[config.mk]
export PLATFORM = sky130hd
export DESIGN_NAME = mux4_rr_arbiter_flat
export DESIGN_NICKNAME = d
export VERILOG_FILES = /design/src/rtl/mux4_rr_arbiter_if.sv /design/src/rtl/mux4_rr_arbiter.sv /design/src/flat_wrapper.sv
export SDC_FILE = /design/constraint.sdc
export NUM_CORES = 1
export LEC_CHECK = 0
export BUFFER_PORTS_ARGS = -buffer_cell sky130_fd_sc_hd__clkbuf_2
export CORE_UTILIZATION = 59
export CTS_CLUSTER_SIZE = 14
export DETAILED_ROUTE_END_ITERATION = 10
export HOLD_SLACK_MARGIN = 0.06
export PLACE_DENSITY_LB_ADDON = 0.1
export SLEW_MARGIN = 20
export SYNTH_ARGS = -nofsm -noshare
export SYNTH_HDL_FRONTEND = slang
export SYNTH_SLANG_ARGS = --single-unit
[constraint.sdc]
create_clock -name clk -period 5.5 [get_ports clk]
set_clock_uncertainty 0.05 [all_clocks]
set_input_delay 0.55 -clock clk [delete_from_list [all_inputs] [get_ports clk]]
set_output_delay 0.55 -clock clk [all_outputs]
set_load 0.005 [all_outputs]
[src/rtl/mux4_rr_arbiter_if.sv]
// Bundle between the round-robin arbiter and the requesters/downstream it serves.
// The master side is the arbiter: it takes the requests and ready, and drives the grant and mux selects.
interface mux4_rr_arbiter_if;
   logic [3:0] req;
   logic       ready;
   logic [3:0] gnt;
   logic       s0;
   logic       s1;
   logic       valid;

   modport master (
      input  req,
      input  ready,
      output gnt,
      output s0,
      output s1,
      output valid
   );

   modport slave (
      output req,
      output ready,
      input  gnt,
      input  s0,
      input  s1,
      input  valid
   );
endinterface

[src/rtl/mux4_rr_arbiter.sv]
// Round-robin arbiter that owns the s1:s0 selects of a shared 4:1 mux.
// A grant is held for up to MAX_BEATS accepted beats while another requester is waiting.
module mux4_rr_arbiter #(
   parameter int MAX_BEATS = 8
) (
   input  logic             clk,
   input  logic             rst,
   mux4_rr_arbiter_if.master bus
);

   typedef enum logic [0:0] {
      IDLE  = 1'b0,
      GRANT = 1'b1
   } state_t;

   localparam logic [3:0] MAX_CNT = 4'(MAX_BEATS);

   state_t     state_q, state_n;
   logic [1:0] ptr_q, ptr_n;
   logic [1:0] g_q, g_n;
   logic [3:0] cnt_q, cnt_n;
   logic [3:0] gnt_q, gnt_n;
   logic [1:0] sel_q, sel_n;
   logic       valid_q, valid_n;

   logic [3:0] others;
   logic [3:0] cnt_inc;
   logic       hit_max;
   logic       beat;
   logic       release_a;
   logic       release_b;

   function automatic logic [3:0] onehot(input logic [1:0] idx);
      onehot = 4'b0001 << idx;
   endfunction

   // First set bit of mask, scanning upward from start and wrapping modulo 4.
   function automatic logic [1:0] first_set(input logic [3:0] mask, input logic [1:0] start);
      logic [1:0] idx;
      logic       found;
      first_set = start;
      found     = 1'b0;
      for (int i = 0; i < 4; i++) begin
         idx = start + 2'(i);
         if (mask[idx] && !found) begin
            first_set = idx;
            found     = 1'b1;
         end
      end
   endfunction

   // Next-state logic; registered outputs are derived from the next state so they
   // always agree with each other and change only at the clock edge.
   always_comb begin
      state_n   = state_q;
      ptr_n     = ptr_q;
      g_n       = g_q;
      cnt_n     = cnt_q;
      others    = bus.req & ~onehot(g_q);
      cnt_inc   = cnt_q + 4'd1;
      hit_max   = (cnt_inc == MAX_CNT);
      beat      = 1'b0;
      release_a = 1'b0;
      release_b = 1'b0;

      case (state_q)
         IDLE: begin
            if (|bus.req) begin
               g_n     = first_set(bus.req, ptr_q);
               cnt_n   = 4'd0;
               state_n = GRANT;
            end
         end
         GRANT: begin
            beat      = valid_q && bus.ready;
            release_a = !bus.req[g_q];
            release_b = beat && hit_max && (|others);
            if (release_a || release_b) begin
               ptr_n = g_q + 2'd1;
               cnt_n = 4'd0;
               if (|others) begin
                  g_n = first_set(others, g_q + 2'd1);
               end else begin
                  state_n = IDLE;
               end
            end else if (beat) begin
               cnt_n = hit_max ? 4'd0 : cnt_inc;
            end
         end
         default: begin
            state_n = IDLE;
         end
      endcase

      gnt_n   = (state_n == GRANT) ? onehot(g_n) : 4'b0000;
      sel_n   = (state_n == GRANT) ? g_n : 2'b00;
      valid_n = (state_n == GRANT);
   end

   always_ff @(posedge clk) begin
      if (rst) begin
         state_q <= IDLE;
         ptr_q   <= 2'd0;
         g_q     <= 2'd0;
         cnt_q   <= 4'd0;
         gnt_q   <= 4'b0000;
         sel_q   <= 2'b00;
         valid_q <= 1'b0;
      end else begin
         state_q <= state_n;
         ptr_q   <= ptr_n;
         g_q     <= g_n;
         cnt_q   <= cnt_n;
         gnt_q   <= gnt_n;
         sel_q   <= sel_n;
         valid_q <= valid_n;
      end
   end

   assign bus.gnt   = gnt_q;
   assign bus.s0    = sel_q[0];
   assign bus.s1    = sel_q[1];
   assign bus.valid = valid_q;

endmodule

[src/flat_wrapper.sv]
// flat-port wrapper written by rule: the top's interface ports become plain ports
module mux4_rr_arbiter_flat 
#(
   parameter int MAX_BEATS = 8
)
  (clk, rst, bus_req, bus_ready, bus_gnt, bus_s0, bus_s1, bus_valid);
  mux4_rr_arbiter_if bus_i ();
  input  logic clk;
  input  logic rst;
  input wire logic [$bits(bus_i.req)-1:0] bus_req;
  input wire logic [$bits(bus_i.ready)-1:0] bus_ready;
  output wire logic [$bits(bus_i.gnt)-1:0] bus_gnt;
  output wire logic [$bits(bus_i.s0)-1:0] bus_s0;
  output wire logic [$bits(bus_i.s1)-1:0] bus_s1;
  output wire logic [$bits(bus_i.valid)-1:0] bus_valid;
  assign bus_i.req = bus_req;
  assign bus_i.ready = bus_ready;
  assign bus_gnt = bus_i.gnt;
  assign bus_s0 = bus_i.s0;
  assign bus_s1 = bus_i.s1;
  assign bus_valid = bus_i.valid;
  mux4_rr_arbiter #(.MAX_BEATS(MAX_BEATS)) u_core (.clk(clk), .rst(rst), .bus(bus_i));
endmodule
==> results of run 1 <==
==> per-layer routing <==
metal | up-vias | track usage, %
met1 | 428 | 36.8
met5 | - | 0
li1 | 477 | -
met3 | 2 | 6.47
met2 | 38 | 35.7
met4 | 0 | 7.50
==> power by group through the flow <==
stage | Combinational [mW] | Sequential, mW | Clock (mW)
floorplan | 0.0692 | 0.129 | 0
CTS | 0.0918 | 0.131 | 0.0673
global route | 0.104 | 0.133 | 0.0728
finish | 0.0930 | 0.131 | 0.0647
detailed placement | 0.0909 | 0.133 | 0
global placement | 0.0882 | 0.133 | 0
==> registers in the layout, indices dropped and copies added (netlist names) <==
register and cells:
u_core.g_q 2, u_core.bus.gnt 4, u_core.ptr_q 2, u_core.sel_q 2
u_core.state_q 1, u_core.cnt_q 4
==> cells in the final DEF (no fill, tap or decap), types with 2 or more instances in the layout <==
master and count:
clkbuf_2 13, nor2b_1 6, nor3_1 6, inv_1 7
a21oi_1 12, nor2_1 12, nand2b_1 2, o21ai_0 7
nand2_1 10, a211o_1 2, o311ai_0 2, clkbuf_4 3
ha_1 5, and2b_1 2, dfxtp_1 15, nand3_1 6
nor3b_1 2
==> cell families after synthesis <==
kind of cell	Yosys count	share of synthesized area, %
AO/OA/AOI/OAI	35	24.1
adder cells (fa/ha/maj)	5	6.49
buffers and inverters	11	4.54
flip-flops	15	31.1
multiplexers	2	3.37
AND/OR/NAND/NOR	55	30.4
==> critical path, delay by kind of cell, from the launching register on <==
family,cells,cell delay [ns]
flops,1,0.60
buf+inv,1,0.20
fa+ha+maj,1,0.26
simple gates,4,0.80
compound gates,2,0.53
==> per-stage QoR <==
step           utilization (%)  instances  area [um2]
2_1_floorplan                -        123         965
3_3_place_gp              67.7        148        1030
3_5_place_dp              67.7        148        1030
4_1_cts                   69.7        152        1060
5_1_grt                   69.7        152        1060
6_report                  69.7        152        1060
==> layout make-up <==
class | instances | area share [%]
Sequential cell | 15 | 28.3
Clock inverter | 1 | 0.707
Tap cell | 16 | 1.88
Clock buffer | 3 | 2.12
Multi-Input combinational cell | 97 | 58.4
Timing Repair Buffer | 13 | 6.12
Inverter | 7 | 2.47
==> Yosys cell counts, drive strengths merged <==
library cell	count
dfxtp	15
a21oi	12
nor2	12
nand2	10
o21ai	8
inv	7
nand3	6
nor2b	6
nor3	6
ha	5
buf	3
nor3b	3
a211o	2
and2b	2
nand2b	2
o311ai	2
a2111oi	1
a211oi	1
a21boi	1
a22oi	1
a311o	1
a32oi	1
and2	1
and3	1
and3b	1
clkbuf	1
mux2i	1
mux4	1
nand3b	1
nand4b	1
nor4	1
o2111ai	1
o211ai	1
o221a	1
o22ai	1
o41ai	1
or3	1
or4	1
==> path summary, 6_finish.rpt <==
check	from	to	slack, ns
max	u_core.g_q[0]	u_core.bus.gnt[0]	2.99
max reg2reg	u_core.g_q[0]	u_core.bus.gnt[0]	2.99
min	u_core.ptr_q[0]	u_core.ptr_q[0]	0.48
min reg2reg	u_core.ptr_q[0]	u_core.ptr_q[0]	0.48
==> results.md, run 1 <==
- Status: finished, final reports clean
- Required time of the critical path: approximately 5.7 ns
- Combinational Power Share: 32.2%
- Top cells by area, synth: dfxtp_1, ha_1, a21oi_1
- Top cell by count, worst path: nor3b_1
- Synthesized area: 965 um2
- Total CTS buffers: 3
- DRC errors left: 0
- Area leader, netlist: dfxtp_1
- Clk sinks: 15
- Setup bufs post-CTS: 0
- Die span in x: 42.4 um
- Initial antenna violation count: 0
- Slew Viols, Final: 0
- GRT Total Usage: 25.0%
- Worst Slack Setup Final: about 3 ns
- First-pass GRT wire length: 3490 um
- Switch share: 35.3%
- Vias post-DR: around 950
- Sequential fraction of the synthesis area: 31.1%
- Fmax: ~400 MHz
- Setup TNS: 0 ns
- Syn Nets: between 100 and 150
- Multi-input combinational cell area: 621 um2
- Fill cells: 123
- Post-DR vias/cell: 6.22
- Routed wl met3: 112 um
- Post-Syn Instances: 123
- CTS tree: done
- Final WL: 2110 um
- CP max FO: 13
- Relative slew slack: around two thirds
- CTS resizes: 0
- Final Hold Viols: 0
- Nets: 149
- Clk slew on worst S/H paths: 0.09 ns
- Die ar.: 1800 um2
- Latest clock arrival within the worst-skew pair: 0.28 ns
- Area share of the largest cell type after synthesis: 31.1%
- Total Power: 289 uW
- Total congestion overflow: 0
- Flop pwr share: 45.4%
- Minimum clock period: 2.51 ns
- Pwr dens: roughly 270 nW/um2
- N_diodes: 0
- Hpwl dp: about 1500 um
- Placement Setup Slack: 3.09 ns
- Port Buffers: 13
- Wirelength per Cell: 13.9 um
- Height of the die: 42.4 um
- Yosys warns: 0
- Worst path arrival time: 2.67 ns
- Core Region: 1520 um2
- Share of layout cells above drive strength 1: 15.4%
- Reg2Reg Depth: 8
- Cell-internal power: 187 uW
- Endpoint type of the worst setup path: flop
- Crit path largest cell delay: ~0.6 ns
- Area grow syn2layout: 10.1%
- Met2 wire len: between 900 and 1000 um
- Vias in the first global route: ~800
- Hold_ws: 0.477 ns
- Max Used Layer: met4
- Io pins: 14
- Crit path kind: flop to flop
- Slowest-stage cell, CP: dfxtp_1
- CP Cell Sequence: inv_1 > ha_1 > and2b_1 > nor3b_1 > a2111oi_0 > o21ai_0 > nand3_1 > nor3b_1
- Final antenna-violating net count: 0
- DRT Pass-1 Iters: 4
- FP Rows: 14
- Hold Path Depth: 2
- Unrepaired setup endpoints after global routing: no
- Hold WC Path Type: flop to flop
- Max-capacitance violation count: 0
- Hold_buf cts: 0
- Post-synthesis area per instance: 7.84 um2
- Crit start category: flop
- M1 WL: 1050 um
- Seq. cell area: 300 um2
- Period utilisation layout: a little under half
- Synth unique cells: between 40 and 50
- Worst Max-Slew Pin Slew: 0.483 ns
- Starting Density: a little over three fifths
- Root Driver: clkbuf_4
- Seq cells post-synth: 15
- Clk pwr share: roughly 22%
- Clk buf depth: 2
- Largest net degree at the start of global routing: 14
- P_leak: 0.425 nW
- Routability cong.: 0.881
- Setup violations, final: 0
- Initial DRC count: 42
- H-tree Lvls: 1
- Maximum vdd ir drop: 0.191 mV
- Net Sw Power: approximately 100 uW
Note: power is estimated with default switching activity, not from simulation.
==> run 2: changes to the inputs <==
--- a/config.mk
+++ b/config.mk
@@ -6,7 +6,7 @@
 export NUM_CORES = 1
 export LEC_CHECK = 0
 export BUFFER_PORTS_ARGS = -buffer_cell sky130_fd_sc_hd__clkbuf_2
-export CORE_UTILIZATION = 59
+export CORE_UTILIZATION = 55
 export CTS_CLUSTER_SIZE = 14
 export DETAILED_ROUTE_END_ITERATION = 10
 export HOLD_SLACK_MARGIN = 0.06
==> constraint.sdc (replaced) <==
create_clock -name clk -period 2.52 [get_ports clk]
set_clock_uncertainty 0.05 [all_clocks]
set_input_delay 0.252 -clock clk [delete_from_list [all_inputs] [get_ports clk]]
set_output_delay 0.252 -clock clk [all_outputs]
set_load 0.005 [all_outputs]
==> run 2 against run 1 <==
  * Total power increased by 120%
  * Setup slack got worse by 2.8 ns
  * Clock power increased by 120%
  * Routed wire length increased by 8.8%
  * Fmax increased by 6.0%
  * First-iteration DRC count decreased by 2.4%
  * Die area increased by 6.9%
  * Critical endpoint is now u_core.bus.gnt[1]
  * Largest power group unchanged
==> results.md, run 2 (synthesized netlist as in run 1, its figures left out) <==
- Die span in x: 43.9 um (+3.4%)
- First-pass GRT wire length: 3640 um (+4.2%)
- R2r endpoint: u_core.bus.gnt[1]
- Hpwl dp: 1600 um (+4.6%)
- Fmax: 422 MHz (+6.0%)
- Largest net degree at the start of global routing: 11 (-3)
- Crit start category: flop
- FP Rows: 14 (unchanged)
- Port Buffers: 13 (unchanged)
- DRC errors left: 0 (unchanged)
- Total Power: 643 uW (+120%)
- Clk slew on worst S/H paths: 0.10 ns (about the same)
- Height of the die: 43.9 um (+3.4%)
- Combinational Power Share: 33.7% (+1.5 points)
- Vias post-DR: 956 (+1.2%)
- Max-capacitance violation count: 0 (unchanged)
- Vias in the first global route: 811 (+0.25%)
- Critical R2R Launch: u_core.g_q[0]
- Share of layout cells above drive strength 1: 17.5% (+2.1 points)
- Switch share: 35.9% (+0.63 points)
- Starting Density: 61.2% (-2.1 points)
- Origin of the worst min-delay path: rst
- Status: finished, final reports clean
- Io pins: 14 (unchanged)
- Wirelength per Cell: 15.0 um (+8.1%)
- Initial antenna violation count: 0 (unchanged)
- Most frequent cells in the layout: dfxtp_1, clkbuf_2, nor2_1, a21oi_1, nand2_1
- Nets: 150 (+0.67%)
- Total congestion overflow: 0 (unchanged)
- Post-DR vias/cell: 6.25 (+0.50%)
- Slew Viols, Final: 0 (unchanged)
- Minimum clock period: 2.37 ns (-0.143 ns)
- CP max FO: 6 (-7)
- Latest clock arrival within the worst-skew pair: 0.29 ns (about the same)
- Total CTS buffers: 3 (unchanged)
- Reg2Reg Depth: 8 (unchanged)
- CP endpoint: u_core.bus.gnt[1]
- H-tree Lvls: 1 (unchanged)
- Clk pwr share: 22.3% (about the same)
- Area of placed instances: 1040 um2 (+0.73%)
- Final WL: 2300 um (+8.8%)
- Routability cong.: 0.888 (+0.81%)
- Relative slew slack: 66.0% (-1.4 points)
- Period utilisation layout: 93.9% (+48 points)
- Setup bufs post-CTS: 0 (unchanged)
- Final Instance Area: 1080 um2 (+1.4%)
- Worst path arrival time: 2.51 ns (-0.16 ns)
- Maximum vdd ir drop: 0.484 mV (+150%)
- Final Hold Viols: 0 (unchanged)
- Net Sw Power: 231 uW (+130%)
- Setup violations, final: 0 (unchanged)
- Die ar.: 1930 um2 (+6.9%)
- Most common cell after layout, fill and taps aside: dfxtp_1
- Pwr dens: 596 nW/um2 (+120%)
- Hold_buf cts: 0 (unchanged)
- DRT Pass-1 Iters: 4 (unchanged)
- Cell-internal power: 412 uW (+120%)
- Area grow syn2layout: 11.7%
- Setup TNS: 0 ns (unchanged)
- N_diodes: 0 (unchanged)
- Unrepaired setup endpoints after global routing: no
- Clk sinks: 15 (unchanged)
- Root Driver: clkbuf_4
- P_leak: 0.435 nW (+2.6%)
- CTS tree: done
- Hold WC Path Type: primary input to flop
- Final antenna-violating net count: 0 (unchanged)
- Initial DRC count: 41 (-2.4%)
- Clk buf depth: 2 (unchanged)
- Flop pwr share: 44.0% (-1.4 points)
- Crit path kind: flop to flop
- # placed instances: 149 (+0.68%)
- GRT Total Usage: 25.3% (+0.30 points)
- Core Region: 1580 um2 (+3.4%)
- Worst Max-Slew Pin Slew: 0.503 ns (+0.0200 ns)
- Cell Count, Final, Fillers Out: 153 (+0.66%)
- Required time of the critical path: 2.66 ns (-3.00 ns)
- R2r setup slk: 0.15 ns (-2.84 ns)
- Endpoint type of the worst setup path: flop
- Critical path origin: u_core.g_q[0]
-- run 2: changes by cell type in the layout (fill, tap and decap cells not counted), sizes merged --
cell | previous run | this run
buf | 0 | 1
clkinv | 0 | 1
clkinvlp | 1 | 0
-- run 2: worst max-delay path, cell delays in order, from the launching register on --
cell	delay, ns
dfxtp_1	0.39
inv_1	0.19
ha_1	0.18
and2b_1	0.24
nor4_2	0.52
nand2_1	0.10
o21ai_1	0.33
inv_1	0.11
and3_1	0.16
-- run 2: power by group through the flow --
stage | Sequential, mW | Clock (mW) | Combinational (mW)
2_1_floorplan | 0.282 | 0 | 0.151
3_3_place_gp | 0.286 | 0 | 0.200
3_5_place_dp | 0.287 | 0 | 0.207
4_1_cts | 0.282 | 0.145 | 0.208
5_1_grt | 0.286 | 0.152 | 0.238
6_report | 0.282 | 0.143 | 0.217
-- run 2: area by class of cell --
class                           count  area (um2)
Inverter                            7        26.3
Clock buffer                        3        22.5
Fill cell                         130         499
Timing Repair Buffer               14        72.6
Sequential cell                    15         300
Tap cell                           16        20.0
Clock inverter                      1        5.00
Multi-Input combinational cell     97         631
-- run 2: how the worst min path moves through the flow --
stage | end | slack (ns) | depth (start not counted)
after floorplan | u_core.ptr_q[0] | 0.41 | 2
after global placement | u_core.cnt_q[3] | 0.45 | 2
after detailed placement | u_core.ptr_q[0] | 0.46 | 2
after CTS | u_core.cnt_q[3] | 0.21 | 2
after global routing | u_core.cnt_q[2] | 0.23 | 2
final | u_core.cnt_q[3] | 0.22 | 2
-- run 2: repair_timing --
action / 4_1_cts / 5_1_grt
resized for setup: 0 / 3
hold endpoints to repair: 0 / 0
setup endpoints to repair: 0 / 3
-- run 2: per-layer routing --
metal | routed length [um] | global-route usage (%) | vias up
met3 | 151 | 3.75 | 5
met4 | 29 | 9.09 | 0
met2 | 1050 | 39.4 | 46
met1 | 1070 | 35.7 | 428
li1 | - | - | 477
met5 | 0 | 0 | -
-- run 2: metrics by stage --
stage | util (%) | worst slack (ns) | hold slack, ns
floorplan | - | 0.352 | 0.415
detailed placement | 66.0 | 0.142 | 0.459
CTS | 67.7 | 0.119 | 0.210
finish | 68.3 | 0.153 | 0.219
global route | 68.3 | 0.0244 | 0.225
global placement | 66.0 | 0.178 | 0.447
==> run 3: changes to the inputs <==
--- a/config.mk
+++ b/config.mk
@@ -5,9 +5,9 @@
 export SDC_FILE = /design/constraint.sdc
 export NUM_CORES = 1
 export LEC_CHECK = 0
+export ABC_AREA = 1
 export BUFFER_PORTS_ARGS = -buffer_cell sky130_fd_sc_hd__clkbuf_2
-export CORE_UTILIZATION = 55
-export CTS_CLUSTER_SIZE = 14
+export CORE_UTILIZATION = 57
 export DETAILED_ROUTE_END_ITERATION = 10
 export HOLD_SLACK_MARGIN = 0.06
 export PLACE_DENSITY_LB_ADDON = 0.1
==> constraint.sdc (replaced) <==
create_clock -name clk -period 2.7 [get_ports clk]
set_clock_uncertainty 0.05 [all_clocks]
set_input_delay 0.27 -clock clk [delete_from_list [all_inputs] [get_ports clk]]
set_output_delay 0.27 -clock clk [all_outputs]
set_load 0.005 [all_outputs]
==> run 3 against run 2 <==
  * Sequential share of layout area shrank 5.4 points
  * Fmax is 3.9% higher
  * Setup slack gained 0.27 ns
  * Total power grew to 2.5 times the previous value
  * Largest cell class unchanged
  * Area after synthesis is 28% higher
  * Global-route usage is 0.20 points higher
  * Clock power shrank 9.8%
  * Count of clock-buffer cells in the layout is the same
  * Combinational power rose to 5.3 times the previous value
  * Register-to-register slack better by 0.27 ns
  * Via count is 36% higher
  * Core utilization down 1.7 points
==> results.md, run 3 <==
- Port Buffers: 13 (unchanged)
- Number of buffers and inverters on the critical path: 3 (+1)
- Period utilisation layout: 84.4% (-9.6 points)
- Most frequent cells in the layout: nand2_1, nand3_1, inv_1, nor2_1, dfxtp_1
- Synthesized area: 1240 um2 (+28%)
- Synth unique cells: 24 (-41%)
- Final Instance Area: 1330 um2 (+24%)
- Final Hold Viols: 0 (unchanged)
- Number of flops mapped to enable cells by yosys: 0 (unchanged)
- Most common cell after layout, fill and taps aside: nand2_1
- Starting Density: 61.8% (+0.62 points)
- Vias post-DR: 1302 (+36%)
- Height of the die: 48.6 um (+11%)
- CTS tree: done
- Largest delay contributor family on the critical path: simple AND/OR/NAND/NOR gates
- Die ar.: 2360 um2 (+23%)
- DRT Pass-1 Iters: 4 (unchanged)
- Area grow syn2layout: 7.79%
- Top cells by area, synth: nand2_1, dfxtp_1, nand3_1
- Io pins: 14 (unchanged)
- Hold_buf cts: 0 (unchanged)
- Clk sinks: 15 (unchanged)
- Initial antenna violation count: 0 (unchanged)
- GRT Total Usage: 25.5% (+0.20 points)
- DRC errors left: 0 (unchanged)
- Hold_ws: 0.155 ns (-0.0643 ns)
- Share of layout cells above drive strength 1: 18.5% (+0.95 points)
- Maximum vdd ir drop: 0.756 mV (+56%)
- Routability cong.: 0.966 (+8.8%)
- N_diodes: 0 (unchanged)
- Post-synthesis area per instance: 5.95 um2 (-24%)
- Setup TNS: 0 ns (unchanged)
- Top cells by count, synth: nand2_1, nand3_1, inv_1, nor2_1, dfxtp_1
- Hpwl dp: 2090 um (+30%)
- Crit path largest cell delay: 0.44 ns (-0.08 ns)
- Area of placed instances: 1310 um2 (+26%)
- Latest clock arrival within the worst-skew pair: 0.29 ns (about the same)
- Post-DR vias/cell: 5.23 (-16%)
- Worst path arrival time: 2.43 ns (-0.08 ns)
- Asr flop ratio synth: 0% (unchanged)
- Max-capacitance violation count: 0 (unchanged)
- Top cell by count, worst path: nand2_1
- Post-layout util: 66.6% (-1.7 points)
- Vias in the first global route: 1234 (+52%)
- Seq. cell area: 300 um2 (unchanged)
- CP Cell Sequence: inv_1 > ha_1 > inv_2 > nand2_1 > nand2_1 > nand3_1 > nand2_1 > nor2_1 > nand3_1 > nand2_1 > nand2_1 > nand2_1 > nand2_1 > nand2_1 > nand2_2 > nand2_2 > inv_1
- Largest net degree at the start of global routing: 15 (+4)
- Top-count cell post-synth: nand2_1
- CP max FO: 8 (+2)
- Unrepaired setup endpoints after global routing: no
- Area leader, netlist: nand2_1
- Pwr dens: 1230 nW/um2 (+110%)
- FP Rows: 16 (+2)
- Relative slew slack: 72.1% (+6.0 points)
- Core Region: 2000 um2 (+27%)
- Sequential fraction of the synthesis area: 24.3% (-6.9 points)
- Root Driver: clkbuf_4
- Placement Setup Slack: 0.460 ns (+0.318 ns)
- First-pass GRT wire length: 4840 um (+33%)
- Die span in x: 48.6 um (+11%)
- Area share of the largest cell type after synthesis: 25.2% (-6.0 points)
- Yosys warns: 0 (unchanged)
- Seq cells post-synth: 15 (unchanged)
- Worst Slack Setup Final: 0.423 ns (+0.270 ns)
- Wirelength per Cell: 10.5 um (-30%)
- H-tree Lvls: 1 (unchanged)
- Final WL: 2620 um (+14%)
- Status: finished, final reports clean
- Multi-input combinational cell area: 811 um2 (+29%)
- P_leak: 0.741 nW (+70%)
- Final antenna-violating net count: 0 (unchanged)
- Slowest-stage cell, CP: ha_1
- Worst Max-Slew Pin Slew: 0.415 ns (-0.0880 ns)
- Clk slew on worst S/H paths: 0.09 ns (about the same)
- CTS resizes: 0 (unchanged)
- Syn Nets: 220 (+63%)
- Required time of the critical path: 2.85 ns (+0.19 ns)
- Minimum clock period: 2.28 ns (-0.0895 ns)
- Crit path kind: flop to flop
- Total congestion overflow: 0 (unchanged)
- Initial DRC count: 27 (-34%)
- Crit start category: flop
- R2r setup slk: 0.42 ns (+0.27 ns)
- Hold WC Path Type: primary input to flop
- Total CTS buffers: 3 (unchanged)
- Top FF cell, synth: dfxtp_1
- Endpoint type of the worst setup path: flop
- Fmax: 439 MHz (+3.9%)
- Fill cells: 201 (+55%)
- Nets: 235 (+57%)
- Setup violations, final: 0 (unchanged)
- Setup bufs post-CTS: 0 (unchanged)
- Clk buf depth: 2 (unchanged)
- Slew Viols, Final: 0 (unchanged)
- Post-Syn Instances: 208 (+69%)
run 3: power by group:
group	switching [mW]	internal, mW
clock	0.0739	0.0551
sequential	0.0521	0.293
combinational	0.760	0.403
total	0.886	0.751
run 3: path summary, 6_finish.rpt:
path,start,depth (start not counted),endpoint
worst min-delay path,rst,2,u_core.cnt_q[1]
worst max-delay path,u_core.g_q[1],17,u_core.sel_q[1]
worst min register to register,u_core.cnt_q[1],2,u_core.cnt_q[1]
worst max register to register,u_core.g_q[1],17,u_core.sel_q[1]
run 3: area by class of cell:
class / count / area share, %
repair buffers: 14 / 5.44
clock inverters: 1 / 0.375
flip-flops and latches: 15 / 22.5
multi-input cells: 166 / 60.8
inverters: 23 / 6.66
well taps: 27 / 2.53
clock buffers: 3 / 1.69
run 3: layer usage:
layer	vias up	track usage (%)	routed length, um
li1	685	-	-
met1	587	30.2	1240
met2	25	47.4	1250
met3	5	1.89	88
met4	0	10.3	42
met5	-	0	0
run 3: cell families after synthesis:
family / count (synthesis) / synth area share, %
simple gates: 142 / 50.6
buf+inv: 27 / 10.2
compound gates: 18 / 8.59
flops: 15 / 24.3
fa+ha+maj: 5 / 5.06
xor+xnor: 1 / 1.31
run 3: metrics by stage:
stage               power (mW)  instances
floorplan                 1.32        208
global placement          1.47        245
detailed placement        1.51        245
CTS                       1.64        249
global route              1.83        249
finish                    1.64        249
run 3: worst register-to-register path, delay by kind of cell (launching register included):
family | cells | cell delay [ns]
adder cells (fa/ha/maj) | 1 | 0.44
buffers and inverters | 3 | 0.27
flip-flops | 1 | 0.41
AND/OR/NAND/NOR | 13 | 1.04
